File: src/rtl/pc_sequencer_pkg.sv
`default_nettype none
// ============================================================================
// Module      : pc_sequencer_pkg
// Description : Shared types and default sizes for the PC next-address logic.
// Revision    : 1.0 - initial release
// ============================================================================
package pc_sequencer_pkg;

    localparam int C_PC_WIDTH    = 8;
    localparam int C_STACK_DEPTH = 4;

    typedef enum logic [1:0] {
        ST_IDLE = 2'd0,
        ST_RUN  = 2'd1,
        ST_HALT = 2'd2
    } state_t;

endpackage
`default_nettype wire

File: src/rtl/pc_sequencer_ret_stack.sv
`default_nettype none
// ============================================================================
// Module      : ret_stack
// Description : LIFO return-address stack with occupancy count and a
//               synchronous active-low clear.
// Revision    : 1.0 - initial release
// ============================================================================
module ret_stack
    import pc_sequencer_pkg::*;
#(
    parameter int D     = C_PC_WIDTH,
    parameter int DEPTH = C_STACK_DEPTH
) (
    input  logic                       clk,
    input  logic                       reset,
    input  logic                       push,
    input  logic                       pop,
    input  logic [D-1:0]               push_data,
    output logic [D-1:0]               top,
    output logic                       full,
    output logic                       empty,
    output logic [$clog2(DEPTH):0]     depth
);

    localparam int AW = $clog2(DEPTH);
    localparam int DW = AW + 1;
    localparam logic [DW-1:0] C_FULL    = DW'(DEPTH);
    localparam logic [DW-1:0] C_ONE     = DW'(1);
    localparam logic [AW-1:0] C_IDX_ONE = AW'(1);

    logic [D-1:0]  mem_q [DEPTH];
    logic [DW-1:0] depth_q;
    logic [DW-1:0] depth_d;
    logic [AW-1:0] w_wr_idx;
    logic [AW-1:0] w_rd_idx;

    assign full     = (depth_q == C_FULL);
    assign empty    = (depth_q == '0);
    assign depth    = depth_q;
    // Index wraps to 0 when full, but writes are blocked in that case.
    assign w_wr_idx = depth_q[AW-1:0];
    assign w_rd_idx = w_wr_idx - C_IDX_ONE;
    assign top      = empty ? '0 : mem_q[w_rd_idx];

    always_comb begin
        depth_d = depth_q;
        if (push && !full) begin
            depth_d = depth_q + C_ONE;
        end else if (pop && !empty) begin
            depth_d = depth_q - C_ONE;
        end
    end

    always_ff @(posedge clk) begin
        if (!reset) begin
            depth_q <= '0;
        end else begin
            depth_q <= depth_d;
        end
    end

    always_ff @(posedge clk) begin
        if (reset && push && !full) begin
            mem_q[w_wr_idx] <= push_data;
        end
    end

endmodule
`default_nettype wire

File: src/rtl/pc_sequencer.sv
`default_nettype none
// ============================================================================
// Module      : pc_sequencer
// Description : Next-address controller feeding branch/target to the PC
//               register; handles run/stall/branch/call/return/halt.
// Revision    : 1.0 - initial release
// ============================================================================
module pc_sequencer
    import pc_sequencer_pkg::*;
#(
    parameter int D     = C_PC_WIDTH,
    parameter int DEPTH = C_STACK_DEPTH
) (
    input  logic                    clk,
    input  logic                    reset,
    input  logic [D-1:0]            prog_ctr,
    input  logic                    start,
    input  logic                    br_taken,
    input  logic                    br_abs,
    input  logic [D-1:0]            br_imm,
    input  logic                    call,
    input  logic                    ret,
    input  logic                    stall,
    input  logic                    halt_req,
    output logic                    branch,
    output logic [D-1:0]            target,
    output logic                    fetch_en,
    output logic                    halted,
    output logic                    stk_err,
    output logic [$clog2(DEPTH):0]  stk_depth
);

    localparam logic [D-1:0] C_ONE = D'(1);

    state_t         state_q;
    state_t         state_d;
    logic           err_q;
    logic           err_d;
    logic           w_push;
    logic           w_pop;
    logic           w_full;
    logic           w_empty;
    logic [D-1:0]   w_top;
    logic [D-1:0]   w_pc_inc;

    assign w_pc_inc = prog_ctr + C_ONE;
    assign stk_err  = err_q;

    ret_stack #(
        .D     (D),
        .DEPTH (DEPTH)
    ) u_ret_stack (
        .clk       (clk),
        .reset     (reset),
        .push      (w_push),
        .pop       (w_pop),
        .push_data (w_pc_inc),
        .top       (w_top),
        .full      (w_full),
        .empty     (w_empty),
        .depth     (stk_depth)
    );

    // Default everywhere is "hold": reload the PC with its own value.
    always_comb begin
        branch   = 1'b1;
        target   = prog_ctr;
        fetch_en = 1'b0;
        halted   = (state_q == ST_HALT);
        w_push   = 1'b0;
        w_pop    = 1'b0;
        state_d  = state_q;
        err_d    = err_q;

        if (!reset) begin
            target = '0;
            halted = 1'b0;
        end else begin
            case (state_q)
                ST_IDLE: begin
                    if (start) begin
                        state_d = ST_RUN;
                    end
                end
                ST_RUN: begin
                    if (halt_req) begin
                        state_d = ST_HALT;
                    end else if (stall) begin
                        state_d = ST_RUN;
                    end else if (ret) begin
                        if (w_empty) begin
                            err_d   = 1'b1;
                            state_d = ST_HALT;
                        end else begin
                            target   = w_top;
                            w_pop    = 1'b1;
                            fetch_en = 1'b1;
                        end
                    end else if (call) begin
                        if (w_full) begin
                            err_d   = 1'b1;
                            state_d = ST_HALT;
                        end else begin
                            target   = br_imm;
                            w_push   = 1'b1;
                            fetch_en = 1'b1;
                        end
                    end else if (br_taken) begin
                        target   = br_abs ? br_imm : (prog_ctr + br_imm);
                        fetch_en = 1'b1;
                    end else begin
                        branch   = 1'b0;
                        target   = w_pc_inc;
                        fetch_en = 1'b1;
                    end
                end
                ST_HALT: begin
                    state_d = ST_HALT;
                end
                default: begin
                    state_d = ST_IDLE;
                end
            endcase
        end
    end

    always_ff @(posedge clk) begin
        if (!reset) begin
            state_q <= ST_IDLE;
            err_q   <= 1'b0;
        end else begin
            state_q <= state_d;
            err_q   <= err_d;
        end
    end

endmodule
`default_nettype wire

File: config.mk
export PLATFORM = sky130hd
export DESIGN_NAME = pc_sequencer
export DESIGN_NICKNAME = d
export VERILOG_FILES = /design/src/rtl/pc_sequencer_pkg.sv /design/src/rtl/pc_sequencer_ret_stack.sv /design/src/rtl/pc_sequencer.sv
export SDC_FILE = /design/constraint.sdc
export NUM_CORES = 1
export LEC_CHECK = 0
export CAP_MARGIN = 20
export CORE_MARGIN = 2
export CORE_UTILIZATION = 30
export CTS_BUF_LIST = sky130_fd_sc_hd__clkbuf_4 sky130_fd_sc_hd__clkbuf_8 sky130_fd_sc_hd__clkbuf_16
export DETAILED_ROUTE_END_ITERATION = 8
export PLACE_DENSITY_LB_ADDON = 0.1
export SYNTH_ARGS = -nofsm -noshare
export SYNTH_HDL_FRONTEND = slang
export SYNTH_HIERARCHICAL = 1
export SYNTH_SLANG_ARGS = --single-unit
File: constraint.sdc
create_clock -name clk -period 4 [get_ports clk]
set_input_delay 0.8 -clock clk [delete_from_list [all_inputs] [get_ports clk]]
set_output_delay 0.8 -clock clk [all_outputs]
set_load 0.05 [all_outputs]
==> flow_summary.yaml <==
flow_run:
  cap_violations: 0
drt:
  ant_nets: 0
  drc: 0
  via_per_inst: 5.26
  num_vias: 2219
  drt_iter0_markers: 135
  wl_per_cell_um: 17.8
  firstDrtPassIters: 4
  wirelength_um: 7500
worst_hold_path:
  hold_start: "stk_err"
  holdPathStages: 2
  hp-class: "reg2reg"
  holdPathEnd: "stk_err"
clocking:
  htreeDepth: 2
  cts_buffers: 5
  worstSkewPairLatency_ns: 0.29
  clk_pin_slew_ns: 0.08
  cts_setup_buffers: 0
  cts_tree: "yes"
  clock_sinks: 38
  clk_path_buf_depth: 2
  cts_root_buf: "clkbuf_8"
sta:
  worst_pin_slew_ns: 0.504
  post-route-period-util: 0.965
  rsz0062_at_grt: "false"
  fmax_mhz: 259
  slew_violations: 0
  clock_skew_ns: 0.00903
  max-slew-margin-rel: 0.663
  period_needed_ns: 3.86
  setup_viol: 0
  hold_viol_final: 0
logic_synthesis:
  synth_enable_flop_cells: 32
  synth_nets: 291
  yosysSeqAreaShare: 0.389
  netlist-cell-type-count: 67
  synthArstFlopShare: 0
  synth-seq-cells: 38
  mappedNetlistArea_um2: 2780
  ys.flop_type: "edfxtp_1"
  syn_inst: 252
  synth_warnings: 6
  synth.avg_cell_area_um2: 11.0
critical_path:
  slowest_stage: "clkdlybuf4s50_1"
  r2r_cells: 11
  worstReg2RegEnd: "u_ret_stack/depth[2]"
  max_stage_delay_ns: 0.46
  path_class: "in2out"
  end_kind: "primary output"
  worst_ep_arrival_time_ns: 3.06
  worstPathCellList: "clkdlybuf4s50_1 -> ha_2 -> fa_2 -> a21o_1 -> nand4_1 -> a21oi_1 -> or3b_4 -> a211oi_4 -> buf_12"
  critical_path_buf_inv_count: 2
  critPathMaxFanout: 2
  r2r_slack_ns: 0.69
  r2r-start: "u_ret_stack/depth[1]"
  start_kind: "input port"
  crit_family: "buffers and inverters"
  required_ns: 3.20
finish:
  design_area_um2: 3650
  fillCellCount: 887
  drive_gt1_frac: 0.241
  nets: 349
  fin_cells: 422
  syn_to_final_growth_pct: 31.2
  final_util: 0.400
  num_antenna_cells: 0
power:
  p_leak_nw: 1.32
  fin_total_pwr_mw: 1.04
  power.density_nw_per_um2: 286
  ir_drop_mv: 0.147
placement:
  hpwl_um: 5820
  placed_area_um2: 3500
  place_inst: 414
  place.gp.congestion: 0.857
  port_buffers: 39
die:
  start_util: 0.305
  dieArea_um2: 10000
  fp.dieW_um: 100
  core_um2: 9110
  fp-row-count: 35
  die_y_um: 100
  io_pins: 40
status:
  outcome: "finished, final reports clean"
grt:
  track_usage: 0.155
  overflow: 0
  grt_pass1_vias: 2334
  antenna_found_initial: 0
  grt_max_degree: 14
  grt_pass1_wl_um: 12100
logic make-up (layout without fill, tap and decap cells):
group                    Yosys count  in the layout  share of synthesized area
adder cells (fa/ha/maj)           14             14                     0.0684
AO/OA/AOI/OAI                     62             62                      0.177
multiplexers                      23             23                      0.119
buffers and inverters             28             87                     0.0468
flip-flops                        38             38                      0.389
XOR/XNOR                          10             10                     0.0315
AND/OR/NAND/NOR                   77             77                      0.168
synthesized netlist by cell type, types with 3 or more instances:
cell type   n  area (um^2)
edfxtp_1   32          961
mux2i_1    15          150
inv_1      14         52.6
ha_1       12          150
nor2_1     11         41.3
a21oi_1    10         50.1
nor2b_1    10         62.6
o21ai_0    10         50.1
nand2_1     9         33.8
mux4_2      8          180
nand3_1     8         40.0
nor3_1      7         35.0
clkbuf_1    6         22.5
dfxtp_1     6          120
nor3b_1     6         45.0
xnor2_1     6         52.6
nand2b_1    5         31.3
a211oi_1    4         30.0
and3_1      4         25.0
buf_2       4         20.0
xor2_1      4         35.0
a21o_1      3         22.5
a21oi_2     3         26.3
o22ai_1     3         18.8
o31ai_1     3         22.5
layer usage:
metal	vias up	share of wire	routed length [um]	global-route usage
li1	1084	-	-	-
met1	1066	0.47	3550	0.217
met2	61	0.47	3530	0.252
met3	8	0.049	365	0.0348
met4	0	0.0072	54	0.0232
met5	-	0	0	0
cell type report:
cell class | instances | area (um^2) | area share
Clock buffer | 5 | 68.8 | 0.0189
Clock inverter | 3 | 63.8 | 0.0175
Inverter | 14 | 52.6 | 0.0144
Multi-Input combinational cell | 186 | 1590 | 0.437
Sequential cell | 38 | 1080 | 0.297
Tap cell | 111 | 139 | 0.0381
Timing Repair Buffer | 65 | 648 | 0.178
power by group:
group	switching, mW	leakage [nW]	internal, mW
Combinational	0.119	0.915	0.103
Sequential	0.00200	0.336	0.433
Clock	0.138	0.0658	0.247
Total	0.259	1.32	0.782
worst min-delay path: cells and delay by family, from the launching register on:
family,cells,cell delay (ns)
compound gates,1,0.04
simple gates,1,0.10
flops,1,0.34
flip-flops by register name (all words and copies together) (netlist names):
| signal | count |
|---|---|
| u_ret_stack/mem_q | 32 |
| u_ret_stack/depth | 3 |
| state_q | 2 |
| stk_err | 1 |
worst max path at each step:
stage	from	end	slack, ns	cells after the start
after global routing	prog_ctr[0]	target[6]	0.06	9
after floorplan	u_ret_stack/depth[0]	target[6]	0.18	10
final	prog_ctr[0]	target[6]	0.14	9
after CTS	prog_ctr[0]	target[6]	0.03	9
after detailed placement	prog_ctr[0]	target[6]	-0.05	9
after global placement	prog_ctr[0]	target[6]	-0.008	9
through the flow:
| step | hold WS [ns] | setup slack [ns] | setup TNS (ns) |
|---|---|---|---|
| 2_1_floorplan | 0.476 | 0.179 | 0 |
| 3_3_place_gp | 0.485 | -0.00808 | -0.00808 |
| 3_5_place_dp | 0.485 | -0.0522 | -0.0522 |
| 4_1_cts | 0.514 | 0.0302 | 0 |
| 5_1_grt | 0.544 | 0.0603 | 0 |
| 6_report | 0.510 | 0.141 | 0 |
cell usage in the layout (no fill, tap or decap), types with 3 or more instances in the layout:
cell type / n
nand2_1: 9
nor2b_1: 10
buf_12: 7
o22ai_1: 3
xor2_1: 4
nand3_1: 8
a21oi_1: 10
nor3b_1: 6
o21ai_0: 10
a211oi_1: 3
nor2_1: 11
buf_4: 29
inv_1: 14
a21o_1: 3
mux4_2: 8
a21oi_2: 3
mux2i_1: 15
xnor2_1: 6
clkdlybuf4s50_1: 29
ha_1: 11
and3_1: 4
dfxtp_1: 6
nand2b_1: 5
nor3_1: 7
edfxtp_1: 32
clkbuf_8: 5
what timing repair did:
item / 4_1_cts / 5_1_grt
gates cloned: 0 / 0
resized for setup: 3 / 1
endpoints found under the setup margin: 1 / 1
endpoints found under the hold margin: 0 / 0
pin swaps: 2 / 1
hold buffers: 0 / 0
No activity file was read; power rests on OpenSTA's default activity.
